**src/rtl/shake_pkg.sv**
```systemverilog
// Shared constants, state encoding and byte-mask helpers for the SHAKE256 input padder.
package shake_pkg;

  localparam int         RATE_BITS       = 1088;
  localparam int         RATE_BYTES      = 136;
  localparam int         LANES_PER_BLOCK = 17;
  localparam logic [7:0] DOMAIN_SUFFIX   = 8'h1F;
  localparam logic [7:0] PAD_FINAL       = 8'h80;

  typedef enum logic [1:0] {
    FILL = 2'd0,
    PAD  = 2'd1,
    HOLD = 2'd2
  } pad_state_e;

  // Byte counts above a full word are illegal upstream and saturate to eight.
  function automatic logic [3:0] clamp_bytes(input logic [3:0] nbytes);
    return (nbytes > 4'd8) ? 4'd8 : nbytes;
  endfunction

  function automatic logic [63:0] last_word_mask(input logic [3:0] nbytes);
    logic [3:0]  n;
    logic [63:0] m;
    n = clamp_bytes(nbytes);
    m = 64'd0;
    for (int k = 0; k < 8; k++) begin
      m[8*k +: 8] = (4'(k) < n) ? 8'hFF : 8'h00;
    end
    return m;
  endfunction

endpackage

```
**src/rtl/shake_pad_inject.sv**
```systemverilog
// Combinational pad injection: XORs the domain suffix at byte_pos and the
// final pad bit into the last rate byte (both coincide at byte 135 -> 0x9F).
module shake_pad_inject
  import shake_pkg::*;
(
  input  logic [RATE_BITS-1:0] block_in,
  input  logic [7:0]           byte_pos,
  output logic [RATE_BITS-1:0] block_out
);

  for (genvar i = 0; i < RATE_BYTES; i++) begin : g_byte
    localparam logic [7:0] FINAL_BYTE = (i == RATE_BYTES - 1) ? PAD_FINAL : 8'h00;
    assign block_out[8*i +: 8] = block_in[8*i +: 8]
                               ^ ((byte_pos == 8'(i)) ? DOMAIN_SUFFIX : 8'h00)
                               ^ FINAL_BYTE;
  end

endmodule

```
**src/rtl/shake_padder.sv**
```systemverilog
// SHAKE256 input stage: packs 64-bit words into 1088-bit rate blocks and pads the
// final one. Optional block_count output enabled by SHAKE_PADDER_BLOCK_COUNT_EN.
module shake_padder #(
  parameter int RATE_BITS = 1088,
  parameter int WORD_BITS = 64
) (
  input  logic                 clock,
  input  logic                 reset,
  input  logic [WORD_BITS-1:0] in_data,
  input  logic [3:0]           in_bytes,
  input  logic                 in_valid,
  input  logic                 in_last,
  output logic                 in_ready,
  output logic [RATE_BITS-1:0] block_data,
  output logic [10:0]          block_length,
  output logic                 block_valid,
  output logic                 block_last,
`ifdef SHAKE_PADDER_BLOCK_COUNT_EN
  output logic [15:0]          block_count,
`endif
  input  logic                 out_ready
);
  import shake_pkg::*;

  localparam logic [4:0] LAST_LANE = 5'(LANES_PER_BLOCK - 1);

  pad_state_e           state_r;
  pad_state_e           state_next_s;
  logic [RATE_BITS-1:0] buf_r;
  logic [RATE_BITS-1:0] padded_s;
  logic [4:0]           word_idx_r;
  logic [7:0]           byte_pos_r;
  logic                 pad_pending_r;
  logic [10:0]          block_length_r;
  logic                 block_last_r;
  logic                 accept_s;
  logic                 take_s;
  logic [WORD_BITS-1:0] lane_s;
  logic [7:0]           last_pos_s;

  assign accept_s   = (state_r == FILL) && in_valid;
  assign take_s     = (state_r == HOLD) && out_ready;
  assign lane_s     = in_last ? (in_data & last_word_mask(in_bytes)) : in_data;
  assign last_pos_s = {word_idx_r, 3'b000} + {4'b0000, clamp_bytes(in_bytes)};

  shake_pad_inject u_inject (
    .block_in  (buf_r),
    .byte_pos  (byte_pos_r),
    .block_out (padded_s)
  );

  // Next-state decode.
  always_comb begin
    state_next_s = state_r;
    case (state_r)
      FILL: begin
        if (accept_s && in_last) begin
          state_next_s = PAD;
        end else if (accept_s && (word_idx_r == LAST_LANE)) begin
          state_next_s = HOLD;
        end else begin
          state_next_s = FILL;
        end
      end
      PAD:  state_next_s = HOLD;
      HOLD: begin
        if (take_s) begin
          state_next_s = pad_pending_r ? PAD : FILL;
        end else begin
          state_next_s = HOLD;
        end
      end
      default: state_next_s = FILL;
    endcase
  end

  // State register.
  always_ff @(posedge clock) begin
    if (reset) begin
      state_r <= FILL;
    end else begin
      state_r <= state_next_s;
    end
  end

  // Block buffer, counters and block descriptor.
  always_ff @(posedge clock) begin
    if (reset) begin
      buf_r          <= '0;
      word_idx_r     <= 5'd0;
      byte_pos_r     <= 8'd0;
      pad_pending_r  <= 1'b0;
      block_length_r <= 11'd0;
      block_last_r   <= 1'b0;
    end else begin
      case (state_r)
        FILL: begin
          if (accept_s) begin
            for (int i = 0; i < LANES_PER_BLOCK; i++) begin
              if (word_idx_r == 5'(i)) begin
                buf_r[WORD_BITS*i +: WORD_BITS] <= lane_s;
              end
            end
            if (in_last) begin
              byte_pos_r <= last_pos_s;
            end else if (word_idx_r == LAST_LANE) begin
              block_length_r <= 11'(RATE_BITS);
              block_last_r   <= 1'b0;
            end else begin
              word_idx_r <= word_idx_r + 5'd1;
            end
          end
        end
        PAD: begin
          if (byte_pos_r < 8'(RATE_BYTES)) begin
            buf_r          <= padded_s;
            block_length_r <= {byte_pos_r, 3'b000};
            block_last_r   <= 1'b1;
          end else begin
            // Message ended exactly on a block boundary: padding goes in a block of its own.
            block_length_r <= 11'(RATE_BITS);
            block_last_r   <= 1'b0;
            pad_pending_r  <= 1'b1;
          end
        end
        HOLD: begin
          if (take_s) begin
            buf_r      <= '0;
            word_idx_r <= 5'd0;
            if (pad_pending_r) begin
              pad_pending_r <= 1'b0;
              byte_pos_r    <= 8'd0;
            end
          end
        end
        default: begin
          buf_r <= '0;
        end
      endcase
    end
  end

  assign in_ready     = (state_r == FILL);
  assign block_valid  = (state_r == HOLD);
  assign block_data   = buf_r;
  assign block_length = block_length_r;
  assign block_last   = block_last_r;

`ifdef SHAKE_PADDER_BLOCK_COUNT_EN
  logic [15:0] block_count_r;

  // Blocks handed off since reset or since the last block of the previous message.
  always_ff @(posedge clock) begin
    if (reset) begin
      block_count_r <= 16'd0;
    end else if (take_s) begin
      block_count_r <= block_last_r ? 16'd0 : block_count_r + 16'd1;
    end else begin
      block_count_r <= block_count_r;
    end
  end

  assign block_count = block_count_r;
`endif

endmodule

```
**config.mk**
```make
export PLATFORM = sky130hd
export DESIGN_NAME = shake_padder
export DESIGN_NICKNAME = d
export VERILOG_FILES = /design/src/rtl/shake_pkg.sv /design/src/rtl/shake_pad_inject.sv /design/src/rtl/shake_padder.sv
export SDC_FILE = /design/constraint.sdc
export NUM_CORES = 2
export LEC_CHECK = 0
export ABC_AREA = 0
export CAP_MARGIN = 40
export CORE_AREA = 5 5 455 457
export CTS_CLUSTER_SIZE = 10
export DETAILED_ROUTE_END_ITERATION = 8
export DIE_AREA = 0 0 460 462
export GPL_ROUTABILITY_DRIVEN = 0
export HOLD_SLACK_MARGIN = 0.02
export MAX_ROUTING_LAYER = met4
export SYNTH_ARGS = -nofsm -noshare
export SYNTH_HDL_FRONTEND = slang
export SYNTH_SLANG_ARGS = --single-unit
```
**constraint.sdc**
```tcl
create_clock -name clock -period 7.2 [get_ports clock]
set_input_delay 1.44 -clock clock [delete_from_list [all_inputs] [get_ports clock]]
set_output_delay 1.44 -clock clock [all_outputs]
set_load 0.05 [all_outputs]
```
==> summary.txt <==
Clock network
  – Root Buffer Master: clkbuf_16
  – Post-CTS setup buffer count: 0
  – CTS buffer count: between 100 and 150
  – CTS tree: built
  – Hold buffer count at cts: 0
  – CTS resizes: 0
  – H-tree depth: 4
  – Worst-path clk slew: ~0.060 ns
  – Clk buf depth: 3
  – Sink Count: between 1k and 1.5k
  – Worst skew pair latency: ~0.83 ns

Run status
  – Status: complete, no violations

Detailed routing
  – Router iterations before antenna repair: 8
  – Per-cell routed wire length: between 30 and 40 µm
  – Routed vias/inst: approximately 5.6
  – Routed wire length: roughly 330000 µm
  – DRC violations left: 0
  – Via count: about 54k
  – Routed Antenna Nets: 0
  – Initial detailed-routing violation count: between 7k and 8k

Worst setup path
  – CP peak stage delay: just over 0.9 ns
  – Type of origin of the critical path: flop
  – Critical path type: reg2out
  – Worst setup startpoint: state_r[0]
  – CP max stage cell: clkdlybuf4s50_1
  – Crit-path max FO: 22
  – CP cell instances: buf_4, or2_2, inv_4, clkdlybuf4s50_1
  – Critical path data required time: 5.76 ns
  – Crit Reg-Reg Startpoint: state_r[1]
  – Critical path arrival: ~3.6 ns
  – Critical path capture point type: output port

Timing
  – Fin crit share: 0.701
  – Final worst path period need: 5.04 ns
  – Worst relative slew slack: 0.328
  – Max Clock Skew: between 0.06 and 0.07 ns
  – RSZ-0062 raised after global routing: no
  – Final setup fails: 0
  – WHS: 0.452 ns
  – Setup TNS: 0 ns
  – Fmax: ~200 MHz
  – Hold Fails Final Rpt: 0
  – Final max-slew violation count: 0
  – Worst Tran Pin Value: about 1.0 ns

Die
  – Num ports: 1175
  – Area of the core: between 200000 and 250000 µm²
  – Rows: about 170
  – Starting density of the core: 0.230
  – Die Area: 213000 µm²
  – Die X: 460 µm
  – Die Span Y: roughly 460 µm

Global routing
  – Overflow after GRT: 0
  – Initial antenna violation count: 52
  – First-pass GRT wire length: 435000 µm
  – Pin count of the biggest net entering global routing: between 150 and 200
  – GRT Util Overall: 0.302
  – Number of global-route vias before repair: 49.5k

Finish
  – Layout cells sized above 1: 0.0878
  – Fin nets: around 6.9k
  – Area Overhead vs Synth: 44.8%
  – Most common library cell in the layout ignoring fill and taps: nand2_1
  – Most frequent cells in the layout: nand2_1, clkdlybuf4s50_1, dfxtp_1, a21oi_1, o21ai_0

Worst hold path
  – Hold crit path type: reg2reg
  – Startpoint of the worst hold path: block_data[1077]

Yosys
  – Post-Synthesis Cells: just under 6k
  – Synth warn: 0
  – Post-synthesis register bit count: 1113
  – Netlist cell types: between 90 and 100
  – Async set or reset register ratio after synthesis: 0
  – Avg Cell Area, Syn: 8.07 µm²
  – Post-synth EDFFs: 0
  – Main synth FF type: dfxtp_1
  – Syn Std Cell Area: 46700 µm²
  – Sequential element share of the synthesized area: 0.478

Pwr
  – Worst vdd ir: approximately 220 µV
  – Power consumption: 0.0166 W
  – Leak: 23.3 nW
  – PwrDens: 246 nW/µm²

Flow run
  – Max Cap Viol: 0

Placement
  – IO buf count: approximately 1.2k
  – HPWL after DPL: 250000 µm
==> sequential cells by signal, indices dropped and copies added, names as in the netlist <==
| signal | count |
|---|---|
| block_last | 1 |
| block_data | 1088 |
| pad_pending_r | 1 |
| state_r | 2 |
| block_length | 8 |
| byte_pos_r | 8 |
| word_idx_r | 5 |
==> metal layers <==
metal | global-route usage | up-vias | part of all wire
li1 | - | 22744 | -
met1 | 0.344 | 26335 | 0.37
met2 | 0.441 | 4233 | 0.42
met3 | 0.128 | 933 | 0.14
met4 | 0.180 | 0 | 0.071
met5 | - | - | 0
==> cell families after synthesis <==
logic type | Yosys count | synth area share
xor+xnor | 10 | 0.00188
simple gates | 1872 | 0.172
mux | 1 | 0.000215
other cells | 1 | 0.0000804
buf+inv | 643 | 0.0588
fa+ha+maj | 7 | 0.00188
flops | 1113 | 0.478
compound gates | 2134 | 0.288
==> final timing paths <==
path / end / slack, ns / cells after the start
worst max-delay path: in_ready / 2.16 / 4
worst max register to register: block_data[754] / 2.89 / 7
worst min-delay path: block_data[1077] / 0.45 / 2
worst min register to register: block_data[1077] / 0.45 / 2
==> stage by stage <==
stage,utilization,worst slack [ns],instance area (µm²),std cells
after floorplan,-,3.94,46700,5783
after global placement,0.303,1.74,61500,9312
after detailed placement,0.311,2.09,63300,9410
after CTS,0.332,2.13,67500,9611
after global routing,0.333,2.09,67600,9641
final,0.333,2.16,67600,9641
==> cells in the mapped netlist (all sizes together), types with 11 or more instances <==
cell / number / area, µm²
a211oi: 26 / 195
a21o: 16 / 120
a21oi: 857 / 4330
a22o: 203 / 1780
a2bb2oi: 27 / 236
a311oi: 266 / 2330
a32o: 30 / 300
and2: 27 / 169
and3: 23 / 144
buf: 183 / 1010
clkbuf: 331 / 1240
dfxtp: 1113 / 22300
inv: 127 / 477
nand2: 1318 / 4950
nand2b: 18 / 113
nand3: 150 / 751
nor2: 201 / 813
nor3: 47 / 293
o211ai: 16 / 130
o21a: 19 / 143
o21ai: 543 / 2720
o22ai: 35 / 225
o2bb2ai: 18 / 158
o311ai: 14 / 153
o31ai: 11 / 82.6
==> where the power goes <==
group / switching [W] / internal, W
logic: 0.00248 / 0.000887
registers: 0.000197 / 0.00639
clock network: 0.00301 / 0.00369
total: 0.00569 / 0.0110
==> final cells by class <==
cell class / instances / area, µm²
Multi-Input combinational cell: 4027 / 22200
Tap cell: 2688 / 3360
Fill cell: 20980 / 136000
Clock buffer: 173 / 3680
Inverter: 129 / 487
Antenna cell: 26 / 65.1
Sequential cell: 1113 / 22300
Timing Repair Buffer: 1457 / 14900
Clock inverter: 28 / 522
==> worst max-delay path, delay by kind of cell, from the launching register on <==
kind	cells	cell delay [ns]
and+or+nand+nor	1	0.54
DFF	1	0.47
buffers and inverters	3	1.76
(Power assumes the default switching activity.)
